**src/rtl/audio_mix_scheduler_pkg.sv**
```systemverilog
// Shared types and helpers for the audio mix scheduler and its I2S serializer.
package audio_pkg;

  localparam int unsigned I2S_FRAME_BITS = 32;

  typedef logic signed [15:0] sample_t;

  typedef enum logic [1:0] {
    IDLE,
    SCAN,
    REQ,
    DONE
  } mix_state_t;

  // Clamp a sign-extended accumulator to the signed range of a width-bit sample.
  function automatic logic signed [31:0] sat_sample(input logic signed [31:0] acc,
                                                     input int unsigned width);
    logic signed [31:0] hi;
    logic signed [31:0] lo;
    hi = (32'sd1 <<< (width - 1)) - 32'sd1;
    lo = -hi - 32'sd1;
    if (acc > hi) begin
      return hi;
    end
    if (acc < lo) begin
      return lo;
    end
    return acc;
  endfunction

endpackage

```
**src/rtl/audio_mix_scheduler_i2s_tx_shifter.sv**
```systemverilog
// Frame shift register driving the I2S data line, MSB first.
module i2s_tx_shifter
  import audio_pkg::*;
#(
  parameter int unsigned FRAME_BITS = I2S_FRAME_BITS
) (
  input  logic                  clk,
  input  logic                  reset_n,
  input  logic                  load_strobe,
  input  logic                  shift_strobe,
  input  logic [FRAME_BITS-1:0] load_data,
  output logic                  i2s_data
);

  logic [FRAME_BITS-1:0] shreg_q;
  logic [FRAME_BITS-1:0] shreg_d;

  always_comb begin
    shreg_d = shreg_q;
    if (load_strobe) begin
      shreg_d = load_data;
    end else if (shift_strobe) begin
      shreg_d = {shreg_q[FRAME_BITS-2:0], 1'b0};
    end
  end

  always_ff @(posedge clk or negedge reset_n) begin
    if (!reset_n) begin
      shreg_q <= '0;
    end else begin
      shreg_q <= shreg_d;
    end
  end

  assign i2s_data = shreg_q[FRAME_BITS-1];

endmodule

```
**src/rtl/audio_mix_scheduler.sv**
```systemverilog
// Polls enabled sound sources once per sample period, sums them with saturation
// and hands the held stereo mix to the I2S serializer.
module audio_mix_scheduler
  import audio_pkg::*;
#(
  parameter int unsigned NUM_SOURCES    = 4,
  parameter int unsigned SAMPLE_WIDTH   = 16,
  parameter int unsigned TIMEOUT_CYCLES = 64
) (
  input  logic                                clk,
  input  logic                                reset_n,
  input  logic                                audio_clk,
  input  logic                                i2s_data_load_strobe,
  input  logic                                i2s_data_shift_strobe,
  input  logic [NUM_SOURCES-1:0]              src_enable,
  output logic [NUM_SOURCES-1:0]              src_req,
  input  logic [NUM_SOURCES-1:0]              src_ack,
  input  logic [NUM_SOURCES*SAMPLE_WIDTH-1:0] src_left,
  input  logic [NUM_SOURCES*SAMPLE_WIDTH-1:0] src_right,
  output logic [SAMPLE_WIDTH-1:0]             mix_left,
  output logic [SAMPLE_WIDTH-1:0]             mix_right,
  output logic                                i2s_data,
  output logic                                busy,
  output logic                                src_timeout,
  output logic                                overrun
);

  localparam int unsigned ACC_W = SAMPLE_WIDTH + $clog2(NUM_SOURCES) + 1;
  localparam int unsigned IDX_W = $clog2(NUM_SOURCES + 1);
  localparam int unsigned TO_W  = $clog2(TIMEOUT_CYCLES + 1);

  mix_state_t                state_q, state_d;
  logic [IDX_W-1:0]          idx_q, idx_d;
  logic [NUM_SOURCES-1:0]    en_q, en_d;
  logic signed [ACC_W-1:0]   acc_l_q, acc_l_d;
  logic signed [ACC_W-1:0]   acc_r_q, acc_r_d;
  logic [NUM_SOURCES-1:0]    req_q, req_d;
  logic [TO_W-1:0]           cnt_q, cnt_d;
  logic [SAMPLE_WIDTH-1:0]   mix_l_q, mix_l_d;
  logic [SAMPLE_WIDTH-1:0]   mix_r_q, mix_r_d;
  logic                      timeout_q, timeout_d;
  logic                      overrun_q, overrun_d;

  logic                      cur_en;
  logic                      cur_ack;
  logic signed [SAMPLE_WIDTH-1:0] cur_l;
  logic signed [SAMPLE_WIDTH-1:0] cur_r;

  always_comb begin
    cur_en  = 1'b0;
    cur_ack = 1'b0;
    cur_l   = '0;
    cur_r   = '0;
    for (int unsigned i = 0; i < NUM_SOURCES; i++) begin
      if (idx_q == IDX_W'(i)) begin
        cur_en  = en_q[i];
        cur_ack = src_ack[i];
        cur_l   = src_left[i*SAMPLE_WIDTH +: SAMPLE_WIDTH];
        cur_r   = src_right[i*SAMPLE_WIDTH +: SAMPLE_WIDTH];
      end
    end
  end

  always_comb begin
    state_d   = state_q;
    idx_d     = idx_q;
    en_d      = en_q;
    acc_l_d   = acc_l_q;
    acc_r_d   = acc_r_q;
    req_d     = req_q;
    cnt_d     = cnt_q;
    mix_l_d   = mix_l_q;
    mix_r_d   = mix_r_q;
    timeout_d = 1'b0;
    overrun_d = 1'b0;

    // A new sample period preempts any scan in flight; the partial sum is discarded.
    if (audio_clk && (state_q != IDLE)) begin
      overrun_d = 1'b1;
      req_d     = '0;
      en_d      = src_enable;
      acc_l_d   = '0;
      acc_r_d   = '0;
      idx_d     = '0;
      cnt_d     = '0;
      state_d   = SCAN;
    end else begin
      unique case (state_q)
        IDLE: begin
          if (audio_clk) begin
            en_d    = src_enable;
            acc_l_d = '0;
            acc_r_d = '0;
            idx_d   = '0;
            state_d = SCAN;
          end
        end
        SCAN: begin
          if (idx_q == IDX_W'(NUM_SOURCES)) begin
            state_d = DONE;
          end else if (cur_en) begin
            req_d   = NUM_SOURCES'(1) << idx_q;
            cnt_d   = '0;
            state_d = REQ;
          end else begin
            idx_d = idx_q + IDX_W'(1);
          end
        end
        REQ: begin
          if (cur_ack) begin
            acc_l_d = acc_l_q + {{(ACC_W-SAMPLE_WIDTH){cur_l[SAMPLE_WIDTH-1]}}, cur_l};
            acc_r_d = acc_r_q + {{(ACC_W-SAMPLE_WIDTH){cur_r[SAMPLE_WIDTH-1]}}, cur_r};
            req_d   = '0;
            idx_d   = idx_q + IDX_W'(1);
            state_d = SCAN;
          end else if (cnt_q == TO_W'(TIMEOUT_CYCLES - 1)) begin
            timeout_d = 1'b1;
            req_d     = '0;
            idx_d     = idx_q + IDX_W'(1);
            state_d   = SCAN;
          end else begin
            cnt_d = cnt_q + TO_W'(1);
          end
        end
        DONE: begin
          mix_l_d = SAMPLE_WIDTH'(sat_sample({{(32-ACC_W){acc_l_q[ACC_W-1]}}, acc_l_q},
                                             SAMPLE_WIDTH));
          mix_r_d = SAMPLE_WIDTH'(sat_sample({{(32-ACC_W){acc_r_q[ACC_W-1]}}, acc_r_q},
                                             SAMPLE_WIDTH));
          state_d = IDLE;
        end
        default: state_d = IDLE;
      endcase
    end
  end

  always_ff @(posedge clk or negedge reset_n) begin
    if (!reset_n) begin
      state_q   <= IDLE;
      idx_q     <= '0;
      en_q      <= '0;
      acc_l_q   <= '0;
      acc_r_q   <= '0;
      req_q     <= '0;
      cnt_q     <= '0;
      mix_l_q   <= '0;
      mix_r_q   <= '0;
      timeout_q <= 1'b0;
      overrun_q <= 1'b0;
    end else begin
      state_q   <= state_d;
      idx_q     <= idx_d;
      en_q      <= en_d;
      acc_l_q   <= acc_l_d;
      acc_r_q   <= acc_r_d;
      req_q     <= req_d;
      cnt_q     <= cnt_d;
      mix_l_q   <= mix_l_d;
      mix_r_q   <= mix_r_d;
      timeout_q <= timeout_d;
      overrun_q <= overrun_d;
    end
  end

  assign src_req     = req_q;
  assign mix_left    = mix_l_q;
  assign mix_right   = mix_r_q;
  assign busy        = (state_q != IDLE);
  assign src_timeout = timeout_q;
  assign overrun     = overrun_q;

  i2s_tx_shifter #(
    .FRAME_BITS(2 * SAMPLE_WIDTH)
  ) u_i2s_tx_shifter (
    .clk          (clk),
    .reset_n      (reset_n),
    .load_strobe  (i2s_data_load_strobe),
    .shift_strobe (i2s_data_shift_strobe),
    .load_data    ({mix_l_q, mix_r_q}),
    .i2s_data     (i2s_data)
  );

endmodule

```
**config.mk**
```make
export PLATFORM = sky130hd
export DESIGN_NAME = audio_mix_scheduler
export DESIGN_NICKNAME = d
export VERILOG_FILES = /design/src/rtl/audio_mix_scheduler_pkg.sv /design/src/rtl/audio_mix_scheduler_i2s_tx_shifter.sv /design/src/rtl/audio_mix_scheduler.sv
export SDC_FILE = /design/constraint.sdc
export NUM_CORES = 1
export LEC_CHECK = 0
export ABC_AREA = 1
export CORE_MARGIN = 5
export CORE_UTILIZATION = 49
export DETAILED_ROUTE_END_ITERATION = 8
export PLACE_DENSITY = 0.86
export SETUP_SLACK_MARGIN = 0.5
export SYNTH_ARGS = -nofsm -noshare
export SYNTH_HDL_FRONTEND = slang
export SYNTH_SLANG_ARGS = --single-unit
```
**constraint.sdc**
```tcl
create_clock -name clk -period 4.1 [get_ports clk]
set_input_delay 0.615 -clock clk [delete_from_list [all_inputs] [get_ports clk]]
set_output_delay 0.615 -clock clk [all_outputs]
set_load 0.01 [all_outputs]
```
# Word level (Yosys, flattened, before mapping)

Index checks and enable logic that the tools add are counted.

Bits in registers: 124
Latch bits: 0
Bits in writable memories: 0
ROM bits: 0
Input port bits: 141
Output and inout port bits: 40
Word-level logic and storage cells: 137
Memories kept: 0

Add/subtract/negate cells: 4
Multipliers: 0
Divide/modulo/power cells: 0
$lt $le $gt $ge: 4
Eq/ne operators: 17
Shift operators: 1
Multiplexer cells: 81
Bitwise operators: 1
Reductions and logical operators: 17

Operator list:

| kind                                                                   | count |
|---|---|
| 16-bit two-way mux                                                     | 16 |
| 19-bit two-way mux                                                     | 5 |
| 19-bit one-hot mux with 2 select lines                                 | 2 |
| 32-bit two-way mux                                                     | 2 |
| 19-bit adder                                                           | 2 |
| 19-bit by 16-bit > comparator with 1-bit output, second input constant | 2 |
| 19-bit by 16-bit < comparator with 1-bit output, second input constant | 2 |
| 7-bit two-way mux                                                      | 5 |
| 4-bit two-way mux                                                      | 8 |
| 1-bit two-way mux                                                      | 27 |
| 3-bit != test, second input constant                                   | 7 |
| 3-bit two-way mux                                                      | 6 |
| 7-bit one-hot mux with 2 select lines                                  | 1 |
| 2-bit two-way mux                                                      | 6 |
| 5-bit AND reduction                                                    | 2 |
| 3-bit one-hot mux with 3 select lines                                  | 1 |
| 4-bit != test, second input constant                                   | 2 |
| 2-bit one-hot mux with 4 select lines                                  | 1 |
| 4-bit one-hot mux with 2 select lines                                  | 1 |
| 2-bit nonzero test                                                     | 4 |
| 7-bit by 1-bit adder with 7-bit output, second input constant          | 1 |
| 7-bit by 6-bit == test with 1-bit output, second input constant        | 1 |
| 3-bit by 2-bit == test with 1-bit output, second input constant        | 2 |
| 3-bit AND reduction                                                    | 2 |
| 14 further kinds                                                       | 17 |

# Depth between registers and ports, before layout

Depth in word-level cells: 9
Depth in mapped cells: 21
Mapped depth without buffers: 20

# Hierarchy

Synthesis repeated with hierarchy kept, for this count alone.

Cells, all modules: 1,263
Area, all modules: 8,739.6 µm²

By module, submodules not included:

| module              | instances | cells each | area an instance (µm²) | sequential area each (µm²) |
|---|---|---|---|---|
| audio_mix_scheduler | 1         | 1,089      | 7,260.7                | 2,302.2 |
| i2s_tx_shifter      | 1         | 174        | 1,478.9                | 800.8 |

# Worst setup path before layout

Ideal clock, no wire load.

Path kind: register -> register
From: register idx_q[0]
To: register acc_r_q[16]
Library setup time: 121 ps
Arrival: 2,923 ps
Data required time: 3,979 ps
Slack: 1,056 ps
Stages on the path, launching flop included: 22
Path buffers: 3
Period minus slack after synthesis: 3,044 ps
Cells stage by stage: dfrtp_1 ha_1 ha_1 buf_2 inv_1 buf_2 clkbuf_1 o21ai_0 o21ai_0 ha_1 inv_1 fa_1 inv_1 nand3_1 nand3_1 nand2_1 nand2_1 nand2_1 nand2_1 nand2_1 nand2_1 o21ai_1

Word-level cells in the longest chain between the ends: 9
Elaborated cells between the ends (all ways): 18
Those cells by class: add/sub (1); eq/ne (4); mux (11); reduce/logical (2)

RTL lines:

| element                                | line                       | source |
|---|---|---|
| start: declaration                     | audio_mix_scheduler.sv:33  | `logic [IDX_W-1:0] idx_q, idx_d;` |
| start signal: assignment               | audio_mix_scheduler.sv:152 | `idx_q <= idx_d;` |
| 3-bit logical NOT                      | audio_mix_scheduler.sv:55  | `if (idx_q == IDX_W'(i)) begin` |
| 16-bit two-way mux (4 in series)       | audio_mix_scheduler.sv:55  |  |
| 19-bit adder                           | audio_mix_scheduler.sv:112 | `acc_r_d = acc_r_q + {{(ACC_W-SAMPLE_WIDTH){cur_r[SAMPLE_WIDTH-1]}}, cur_r};` |
| 19-bit two-way mux                     | audio_mix_scheduler.sv:110 | `if (cur_ack) begin` |
| 19-bit one-hot mux with 2 select lines | audio_mix_scheduler.sv:88  | `unique case (state_q)` |
| 19-bit two-way mux                     | audio_mix_scheduler.sv:78  | `if (audio_clk && (state_q != IDLE)) begin` |
| end signal: assignment                 | audio_mix_scheduler.sv:155 | `acc_r_q <= acc_r_d;` |
| end: declaration                       | audio_mix_scheduler.sv:36  | `logic signed [ACC_W-1:0] acc_r_q, acc_r_d;` |

Parallel ways exist; a longest one is shown, timed or not. The select of a mux whose other input is x is not followed.
A chain may end at the register's enable or synchronous reset.

# Final worst setup path

From: register idx_q[1]
To: register acc_r_q[17]

Same word-level chain as after synthesis.

==> impl_metrics.yaml <==
critical_path:
  end_kind: "flop"
  path_cells: "inv_1, ha_1, nand2_2, nor2_2, a221oi_1, o21ai_0, ha_1, nand2_1, nand2_1, nand2_1, nand2_1, nand2_1, nand3_1, nand2_1, nand3b_1, nand3_1, nand2_1"
  crit_top_cell: "nand2_1"
  crit_fanout: 10
  crit_path_max_incr_delay_ps: 500
  cp_slowest_cell: "nor2_2"
  cp_data_arrival_time_ps: 3730
  crit_buf_inv: 1
  rrSetupSlack_ps: 690
  required_ps: 4420
  cp_top_family: "simple AND/OR/NAND/NOR gates"
  path_class: "flop to flop"
  crit_path_start_kind: "flop"
sta:
  fin_crit_sh_pct: 83.3
  fmax_ghz: 0.293
  skew_ps: 6.49
  slew_headroom_pct: 23.1
  period_needed_ps: 3410
  setup_slack_ps: 686
  final.setup.tns_ps: 0
  slew_violations: 0
  finalSetupViolations: 0
  tightest_slew_ps: 1150
  rsz0062_at_grt: "no"
  finalHoldViolCount: 0
finish:
  area_growth_pct: 30.6
  final_cell_mix: "nand2_1, clkdlybuf4s50_1, nor2_1"
  layout.nets: 1584
  final_common_cell: "nand2_1"
  drive_above_1_share_pct: 5.12
  stdcell_area_mm2: 0.0111
  fillerInstances: 1493
  diodes: 0
power:
  leakage_nw: 5.16
  peakVddDrop_uv: 367
  p_per_area_mw_per_mm2: 633
worst_hold_path:
  hold_class: "primary input to asynchronous set/reset pin"
global_routing:
  grt_antenna_before_repair: 0
  grt_pass1_vias: 8502
  grt_pass1_wl_um: 43400
  grt_usage_pct: 27.1
  grt_max_degree: 64
  gr-total-overflow: 0
floorplanning:
  io_pins: 181
  start_util_pct: 49.6
  core-area_mm2: 0.0171
  dieArea_mm2: 0.0201
  rows: 48
  die_x_um: 142
  die_h_um: 142
yosys:
  synth_top_area_cell: "dfrtp_1"
  syn_avg_cell_area_um2: 6.93
  netlist_instances: 1224
  synth_edf_count: 0
  synth_async_sr_flop_share_pct: 100
  ys_seq_area_share_pct: 36.6
  synthFlopType: "dfrtp_1"
  ys_warn_count: 0
  synth.area.top_cells: "dfrtp_1, nand2_1, o21ai_0, ha_1, nor2_1"
  netlist.area_leader.share_pct: 36.6
  synth.cell_area_mm2: 0.00849
  ys_ff_latch: 124
  synth.distinct_cells: 39
  syn_nets: 1415
clock_tree:
  cts_sinks: 124
  cts.path.max_buffers: 2
  htree_levels: 4
  cts_buffers: 17
  cts_tree: "built"
  clock_latency_ps: 430
  root_buffer: "clkbuf_16"
  cts.clk_slew.worst_paths_ps: 60
place:
  place_area_mm2: 0.0105
  io_buffer_count: 180
  place_hpwl_um: 20400
  gp_congestion: 0.970
  pre_cts_ws_ps: 642
drt:
  drcViolationCount: 0
  num_vias: 9119
  wl_per_cell_um: 16.8
  ant_nets: 0
  routed_wl_um: 27300
  vias_per_cell: 5.59
  firstDrtPassIters: 5
  drt_iter0_drc: 635
flow_run:
  max-cap-violations: 0
outcome:
  status: "finished clean"
## cell usage after synthesis, types with 2 or more instances
library cell	n
ha_1	48
buf_6	3
nand2_1	396
a22oi_1	2
nand3_1	49
xnor2_1	5
a31oi_1	2
a21oi_1	42
or2_2	2
buf_2	11
nand3b_1	7
o21ai_0	127
o21ai_2	2
dfrtp_1	124
fa_1	2
nor3_1	35
clkbuf_1	30
nand4_1	5
nor2_2	2
inv_2	5
o22ai_1	33
o21a_1	2
buf_4	2
nor2_1	135
nor4_1	3
nand2_2	5
nor2_4	2
inv_1	89
o21ai_1	11
a221oi_1	29
xor2_1	6
## path summary, 6_finish.rpt
path                                      start                      end  cells past startpoint
min in group clk            en_q[3]$_DFFE_PN0P_      en_q[3]$_DFFE_PN0P_                      2
max reg2reg                idx_q[1]$_DFFE_PN0P_  acc_r_q[17]$_DFFE_PN0P_                     17
min reg2reg                 en_q[3]$_DFFE_PN0P_      en_q[3]$_DFFE_PN0P_                      2
max                        idx_q[1]$_DFFE_PN0P_  acc_r_q[17]$_DFFE_PN0P_                     17
max in group asynchronous               reset_n     idx_q[0]$_DFFE_PN0P_                      2
min                                     reset_n   acc_l_q[7]$_DFFE_PN0P_                      1
## worst reg2reg max path: stages, from the launching register on
cell	delay, ps
dfrtp_1	410
inv_1	130
ha_1	280
nand2_2	150
nor2_2	500
a221oi_1	150
o21ai_0	420
ha_1	400
nand2_1	120
nand2_1	50
nand2_1	50
nand2_1	50
nand2_1	80
nand3_1	150
nand2_1	150
nand3b_1	80
nand3_1	80
nand2_1	50
## cell families after synthesis
family / after synthesis / share of synthesized area (%)
buf+inv: 143 / 6.88
flops: 124 / 36.6
compound gates: 252 / 16.9
xor+xnor: 11 / 1.14
fa+ha+maj: 50 / 7.55
simple gates: 644 / 30.9
## power breakdown
group | leakage, nW | switching [mW] | internal (mW)
Sequential | 1.66 | 0.210 | 1.46
Combinational | 3.23 | 2.46 | 1.40
Clock | 0.276 | 0.568 | 0.922
Total | 5.16 | 3.24 | 3.78
## metal layers
layer / GRT usage, % / vias up / wire length [um]
li1: - / 4415 / -
met1: 36.0 / 4206 / 11300
met2: 42.9 / 442 / 12500
met3: 7.21 / 56 / 2780
met4: 9.39 / 0 / 728
met5: 0 / - / 0
## repair_timing
item                       in CTS  in global routing
hold buffers                    0                  0
setup endpoints to repair       0                 19
setup buffers                   0                  1
gates resized for setup         0                 10
## state kept, by name (all words and copies together), names as in the netlist
register                  flops
u_i2s_tx_shifter.shreg_q     32
acc_l_q                      19
acc_r_q                      19
mix_left                     16
mix_right                    16
cnt_q                         7
en_q                          4
src_req                       4
idx_q                         3
state_q                       2
overrun                       1
src_timeout                   1
## per-stage QoR
stage	total power, mW	hold slack (ps)	util (%)	std cells
after floorplan	4.17	319	-	1224
after global placement	5.30	458	61.1	1596
after detailed placement	5.39	459	61.1	1596
after CTS	6.91	287	64.5	1627
after global routing	7.55	349	64.8	1630
final	7.02	262	64.8	1630
## layout make-up
class                           instances  area (um2)  share of cell area [%]
Tap cell                              225         282                    2.54
Multi-Input combinational cell        958        4820                    43.5
Timing Repair Buffer                  195        1930                    17.4
Inverter                               96         367                    3.31
Clock buffer                           21         460                    4.15
Timing Repair inverter                  1        5.00                  0.0451
Clock inverter                         10         115                    1.04
Sequential cell                       124        3100                    28.0
No activity file was read; power rests on OpenSTA's default activity.
